### src/rtl/bus_arbiter_8.sv
// Round-robin arbiter for the shared 16-bit internal bus: one owner at a time,
// registered one-hot grant and mux select, one dead cycle between owners.
module bus_arbiter_8 #(
  parameter int MAX_HOLD = 4
) (
  input  logic       clk,
  input  logic       reset,
  input  logic [7:0] req,
  output logic [7:0] gnt,
  output logic [2:0] sel,
  output logic       bus_valid,
  output logic [1:0] dbg_state
);

  // Handshake: req[i] is held high by a unit for as long as it wants the bus;
  // gnt[i] (registered, one-hot) tells unit i it owns the bus this cycle, and
  // the owner dropping req[i] is the release. bus_valid == |gnt.

  typedef enum logic [1:0] {
    IDLE  = 2'd0,
    GRANT = 2'd1,
    GAP   = 2'd2
  } state_t;

  localparam logic [7:0] MAX_HOLD_L = 8'(MAX_HOLD);

  state_t     state;
  logic [2:0] ptr;
  logic [7:0] hold_cnt;

  logic       found;
  logic [2:0] winner;
  logic [2:0] idx;
  logic [7:0] others;
  logic       preempt;

  // Scan from the farthest offset down so the nearest set bit to ptr wins.
  always_comb begin
    found  = 1'b0;
    winner = ptr;
    idx    = ptr;
    for (int k = 7; k >= 0; k--) begin
      idx = ptr + 3'(k);
      if (req[idx]) begin
        found  = 1'b1;
        winner = idx;
      end
    end
  end

  // During GRANT sel always holds the current owner's index.
  always_comb begin
    others  = req & ~(8'd1 << sel);
    preempt = (MAX_HOLD != 0) && (hold_cnt >= MAX_HOLD_L) && (others != 8'd0);
  end

  always_ff @(posedge clk) begin
    if (reset) begin
      state     <= IDLE;
      ptr       <= 3'd0;
      hold_cnt  <= 8'd0;
      gnt       <= 8'd0;
      sel       <= 3'd0;
      bus_valid <= 1'b0;
    end else begin
      case (state)
        IDLE, GAP: begin
          if (found) begin
            state     <= GRANT;
            gnt       <= 8'd1 << winner;
            sel       <= winner;
            ptr       <= winner + 3'd1;
            hold_cnt  <= 8'd1;
            bus_valid <= 1'b1;
          end else begin
            state     <= IDLE;
            gnt       <= 8'd0;
            bus_valid <= 1'b0;
          end
        end
        GRANT: begin
          if (!req[sel] || preempt) begin
            state     <= GAP;
            gnt       <= 8'd0;
            bus_valid <= 1'b0;
          end else if (hold_cnt != 8'hFF) begin
            hold_cnt <= hold_cnt + 8'd1;
          end
        end
        default: begin
          state     <= IDLE;
          gnt       <= 8'd0;
          bus_valid <= 1'b0;
        end
      endcase
    end
  end

  assign dbg_state = state;

endmodule

### config.mk
export PLATFORM = sky130hd
export DESIGN_NAME = bus_arbiter_8
export DESIGN_NICKNAME = d
export VERILOG_FILES = /design/src/rtl/bus_arbiter_8.sv
export SDC_FILE = /design/constraint.sdc
export NUM_CORES = 1
export LEC_CHECK = 0
export ABC_AREA = 1
export CAP_MARGIN = 20
export CORE_AREA = 2 2 61 63
export DETAILED_ROUTE_END_ITERATION = 8
export DIE_AREA = 0 0 63 65
export PLACE_DENSITY = 0.84
export SLEW_MARGIN = 20
export SYNTH_ARGS = -nofsm -noshare
export SYNTH_HDL_FRONTEND = slang
export SYNTH_SLANG_ARGS = --single-unit
### constraint.sdc
create_clock -name clk -period 3.8 [get_ports clk]
set_clock_uncertainty 0.2 [all_clocks]
set_input_delay 0.76 -clock clk [delete_from_list [all_inputs] [get_ports clk]]
set_output_delay 0.76 -clock clk [all_outputs]
set_load 0.03 [all_outputs]
After elaboration in Yosys (flattened, before gate mapping):

Index checks and enable logic that the tools add are counted.

* bits in registers: 25
* output and inout bits: 14

* add/sub/neg operators: 9
* $lt $le $gt $ge: 10
* equal/unequal tests: 7
* shift-type cells: 2
* muxes and demuxes: 47
* bitwise operators: 2
* reduce and logical (&&, ||, !) cells: 9

Operators with widths (number)
* 8-bit two-way mux: 5
* 3-bit by 4-bit less-than comparator with 1-bit output (second input constant): 9
* 8-bit case mux with 2 select lines: 2
* 1-bit binary-select mux with 3-bit select: 9
* 3-bit two-way mux: 8
* 1-bit two-way mux: 20
* 1-bit by 3-bit << shifter with 8-bit output (first input constant): 2
* 3-bit adder (second input constant): 4
* 8-bit by 1-bit adder with 8-bit output (second input constant): 1
* 8-bit AND: 1
* 8-bit by 3-bit greater-or-equal comparator with 1-bit output (second input constant): 1
* 2-bit inequality test (second input constant): 4
* 8-bit inequality test (second input constant): 1
* 8-bit inverter: 1
* 8-bit nonzero test: 1
* 3-bit by 1-bit adder with 3-bit output (second input constant): 2
* 3-bit by 2-bit adder with 3-bit output (second input constant): 2
* 2-bit case mux with 2 select lines: 1
* 4-bit AND reduction: 1
* 2-bit by 1-bit == test with 1-bit output (second input constant): 1
* 2-bit == test (second input constant): 1
* 2-bit logical NOT: 1
* 2-bit two-way mux: 1
* 1-bit case mux with 2 select lines: 1
* other kinds (6): 6

Depth between registers and ports, before layout:

* depth after elaboration: 14
* depth in mapped cells: 22
* gate-level depth less buffers: 21

Worst setup path after synthesis:

Ideal clock, no wire load.

* path kind: register to register
* from: register ptr[0]
* to: register ptr[2]
* library setup time: 0.131 ns
* arrival time: 2.445 ns
* setup slack: 1.024 ns
* stages on the path, launching flop included: 23
* period minus slack after synthesis: 2.776 ns
* path through: dfxtp_1 > buf_6 > inv_2 > buf_6 > ha_1 > inv_1 > nand3_1 > nand3_1 > nand2_1 > nor2_1 > nand2_1 > nand2_1 > nand2_1 > nand3_1 > nand2_1 > nand2_1 > nand2_1 > nand2_1 > nand2_1 > inv_1 > ha_1 > nand2_1 > o21ai_0

* cells in the longest elaborated chain, start to end: 12
* elaborated cells on any way between the ends: 41

RTL lines
* start, declared: line 28 `logic [2:0] ptr;`
* start signal, assigned: line 72 `ptr <= winner + 3'd1;`
* 3-bit adder: line 43 `idx = ptr + 3'(k);`
* 1-bit binary-select mux with 3-bit select: line 44 `if (req[idx]) begin`
* 1-bit two-way mux (implied by the code): line 44
* 3-bit two-way mux or 1-bit two-way mux (tied branches) (8 in a row): line 44
* 3-bit by 1-bit adder with 3-bit output or 2-bit AND reduction (tied branches)

Parallel ways exist; a longest one is shown, timed or not. The select of a mux whose other input is x is not followed.
A chain may end at the register's enable or synchronous reset.

Worst setup path in the final report:

* from: register ptr[1]
* to: register ptr[2]

The elaborated chain is that of the path after synthesis.

==> qor_table.md <==
| Item | This run |
| --- | --- |
| Result of the run | complete, no violations |
| Fraction of synthesized cell area taken by the top area cell type | 26.2% |
| CTS Hold Buffers Added | 0 |
| Total chip power | 1.73 mW |
| Via density per instance | 5.35 |
| Arr. time, crit path | 3.13 ns |
| Critical Path Source Type | flip-flop |
| Met2 track demand over resource | 40.4% |
| Buffers from clock root to sink, at most | 2 |
| Number of global-route vias before repair | 1800 |
| Routability cong. | 0.870 |
| Library cell occupying the most area in the post-synthesis netlist | sky130_fd_sc_hd__dfxtp_1 |
| Start-to-end type of the worst setup path | flip-flop to flip-flop |
| Final hold violations | 0 |
| Cell Rows | 22 |
| Gate Count Post-Synth | 291 |
| Static power due to leakage | 0.961 nW |
| Congestion Overflow GR | 0 |
| Placed wire-length estimate | 3380 um |
| Reg2reg end | ptr[2]$_SDFFE_PP0P_ |
| Post-synth net total | 306 |
| Required time reported for the critical path endpoint | 3.79 ns |
| Critical Path Max Stage Delay | 0.51 ns |
| Startpoint of the lowest-slack register-to-register path | ptr[1]$_SDFFE_PP0P_ |
| Number of detailed-route iterations in the first pass | 4 |
| Register-to-register path setup slack | 0.65 ns |
| Die width | 63 um |
| TritonCTS buffer count | 3 |
| Average wire per standard cell | 12.2 um |
| Maximum capacitance violations | 0 |
| Top-Level Pins | 24 |
| Gr usage total | 23.2% |
| Maximum VDD drop | 515 uV |
| Met3 routing resource usage after global routing | 3.47% |
| End of the worst hold path | gnt[2]$_SDFFE_PP0P_ |
| Library cell contributing the largest single delay on the critical path | sky130_fd_sc_hd__dfxtp_1 |
| Total number of nets in the final design | 329 |
| Die Ht | 65 um |
| Layout filler cell count | 351 |
| Highest-count cells in the layout ignoring fill and taps | 76 x sky130_fd_sc_hd__nand2_1, 50 x sky130_fd_sc_hd__nand3_1, 36 x sky130_fd_sc_hd__inv_1, 24 x sky130_fd_sc_hd__dfxtp_1, 23 x sky130_fd_sc_hd__clkdlybuf4s50_1 |
| Busiest metal layer after global routing | met2 |
| Crit. End Element | flip-flop |
| Antenna fix cells | 0 |
| Full die area | 0.00410 mm^2 |
| Period minus WS final | 3.15 ns |
| Max H-tree Level | 1 |
| Number of setup violations in the final report | 0 |
| Worst reg2reg path depth | 20 |
| Clock-pin slew reported for the worst setup and hold paths after clock tree synthesis | 0.12 ns |
| Count of final max-slew check failures | 0 |
| Place WS | 0.552 ns |
| Met1 track demand over resource in global routing | 30.1% |
| Commonest non-fill, non-tap cell in the layout | sky130_fd_sc_hd__nand2_1 |
| Cell depth of the worst min-delay path | 2 |
| Yosys warning total | 0 |
| Clock sink total | 24 |
| Worst Setup Slack, final | 0.653 ns |
| Per-instance average area after synthesis | 6.31 um^2 |
| Max Fclk | 318 MHz |
| Post-cts repair resize count | 0 |
| Cell Area, Synth | 0.00184 mm^2 |
| TritonCTS clock tree | built |
| Synth unique cells | 36 |
| Ratio of final minimum period to clock period | 82.8% |
| Chain of cells forming the critical path | inv_2, ha_1, inv_1, nand3_1, nand3_1, nand2_1, nor2_1, nand2_1, nand2_1, nand2_1, nand3_1, nand2_1, nand2_1, nand2_1, nand2_1, nand2_1, inv_1, ha_1, nand2_1, o21ai_0 |
| Highest net fanout along the worst path | 10 |
| Initial standard-cell utilization of the core | 52.5% |
| Total vias in the final route | 1932 |
| Setup repair after global routing missed its margin | no |
| Post-synthesis sequential area ratio | 26.2% |
| Most area-consuming cells after synthesis | sky130_fd_sc_hd__dfxtp_1 26%, sky130_fd_sc_hd__nand2_1 16%, sky130_fd_sc_hd__nand3_1 14%, sky130_fd_sc_hd__inv_1 7.4%, sky130_fd_sc_hd__o21ai_0 4.6% |
| Wire length of the first global-routing pass | 7820 um |
| First DRT Iteration DRCs | 230 |
| Number of remaining DRC errors | 0 |
| Sum of routed wire length over all layers | 4400 um |
| Post-route antenna net violation count | 0 |
| Core ar. | 0.00350 mm^2 |
| Clock root buffer | sky130_fd_sc_hd__clkbuf_4 |
| Worst-Skew Late Latency | 0.30 ns |
| Origin of the worst min-delay path | gnt[2]$_SDFFE_PP0P_ |
| Area Overhead vs Synth | 15.5% |
| Hold Crit Class | flip-flop to flip-flop |
| Number of synthesized register bits | 24 |
| Max-Slew Margin vs Limit | 67.1% |
| Count of port buffers added during placement | 23 |
| Top cell by count, worst path | sky130_fd_sc_hd__nand2_1 |
| Final TNS setup | 0 ns |
| Total power density per cell area | 816 mW/mm^2 |
| Worst-margin pin slew | 0.491 ns |
| Number of antenna violations at the first check in global routing | 0 |
| Fraction of final layout cells with drive strength greater than 1 | 8.63% |
| Post-CTS setup buffer count | 0 |
| Maximum number of pins on one net before global-route repair | 14 |
==> where the power goes <==
part | total, mW | switching, mW | internal (mW) | leakage (nW)
Sequential | 0.382 | 0.0673 | 0.315 | 0.196
Combinational | 1.22 | 0.816 | 0.404 | 0.744
Clock | 0.127 | 0.0689 | 0.0583 | 0.0210
Total | 1.73 | 0.952 | 0.777 | 0.961
==> Yosys cell counts, drive strengths merged <==
cell / number
a211oi: 1
nor4b: 1
o2bb2ai: 1
a31oi: 2
xnor2: 5
o22ai: 3
dfxtp: 24
a41oi: 1
nor4: 1
buf: 5
o211ai: 1
o21bai: 1
ha: 5
nand4: 4
nand2: 84
inv: 38
xor2: 1
a21oi: 11
nor3b: 1
a32o: 1
clkbuf: 1
nor3: 5
nand3: 54
nor2: 20
o21ai: 20
==> sequential cells by signal, indices dropped and copies added, names as in the netlist <==
signal and cells:
dbg_state 1, sel 3, bus_valid 1, gnt 8, hold_cnt 8, ptr 3
==> worst max-delay path by stage <==
stage                                   start             endpoint  slack (ns)  cells past startpoint
after floorplan           ptr[0]$_SDFFE_PP0P_  ptr[2]$_SDFFE_PP0P_        1.02                     22
after global placement                 req[0]  ptr[2]$_SDFFE_PP0P_        0.59                     19
after detailed placement               req[6]  ptr[2]$_SDFFE_PP0P_        0.55                     19
after CTS                 ptr[1]$_SDFFE_PP0P_  ptr[2]$_SDFFE_PP0P_        0.66                     20
after global routing      ptr[1]$_SDFFE_PP0P_  ptr[2]$_SDFFE_PP0P_        0.27                     20
final                     ptr[1]$_SDFFE_PP0P_  ptr[2]$_SDFFE_PP0P_        0.65                     20
==> logic make-up after synthesis <==
group	synth area share, %
simple gates	43.3
buf+inv	10.5
compound gates	13.8
flops	26.2
xor+xnor	2.86
fa+ha+maj	3.41
==> worst max-delay path: cells and delay by family, from the launching register on <==
kind            cells  cell delay (ns)
compound gates      1             0.06
simple gates       14             1.21
fa+ha+maj           2             0.61
flops               1             0.51
buf+inv             3             0.45
==> layer usage <==
| layer | part of all wire (%) | up-vias | wire length (um) |
|---|---|---|---|
| li1 | - | 1013 | - |
| met1 | 47 | 857 | 2070 |
| met2 | 46 | 58 | 2030 |
| met3 | 6.2 | 4 | 271 |
| met4 | 0.73 | 0 | 32 |
| met5 | 0 | - | 0 |
==> final cells by class <==
class	instances	area (um^2)	share of cell area [%]
clock buffer	4	36.3	1.71
inverter	38	143	6.73
multi-input combinational	223	1160	54.8
sequential	24	480	22.7
tap	48	60.1	2.83
timing repair buffer	24	238	11.2
==> through the flow <==
stage                     hold slack (ns)  cells  cell area (um^2)  util [%]
after floorplan                     0.266    291              1840         -
after global placement              0.259    357              2080      59.6
after detailed placement            0.261    357              2080      59.6
after CTS                           0.282    361              2120      60.6
after global routing                0.326    361              2120      60.6
final                               0.276    361              2120      60.6
(Power assumes the default switching activity.)
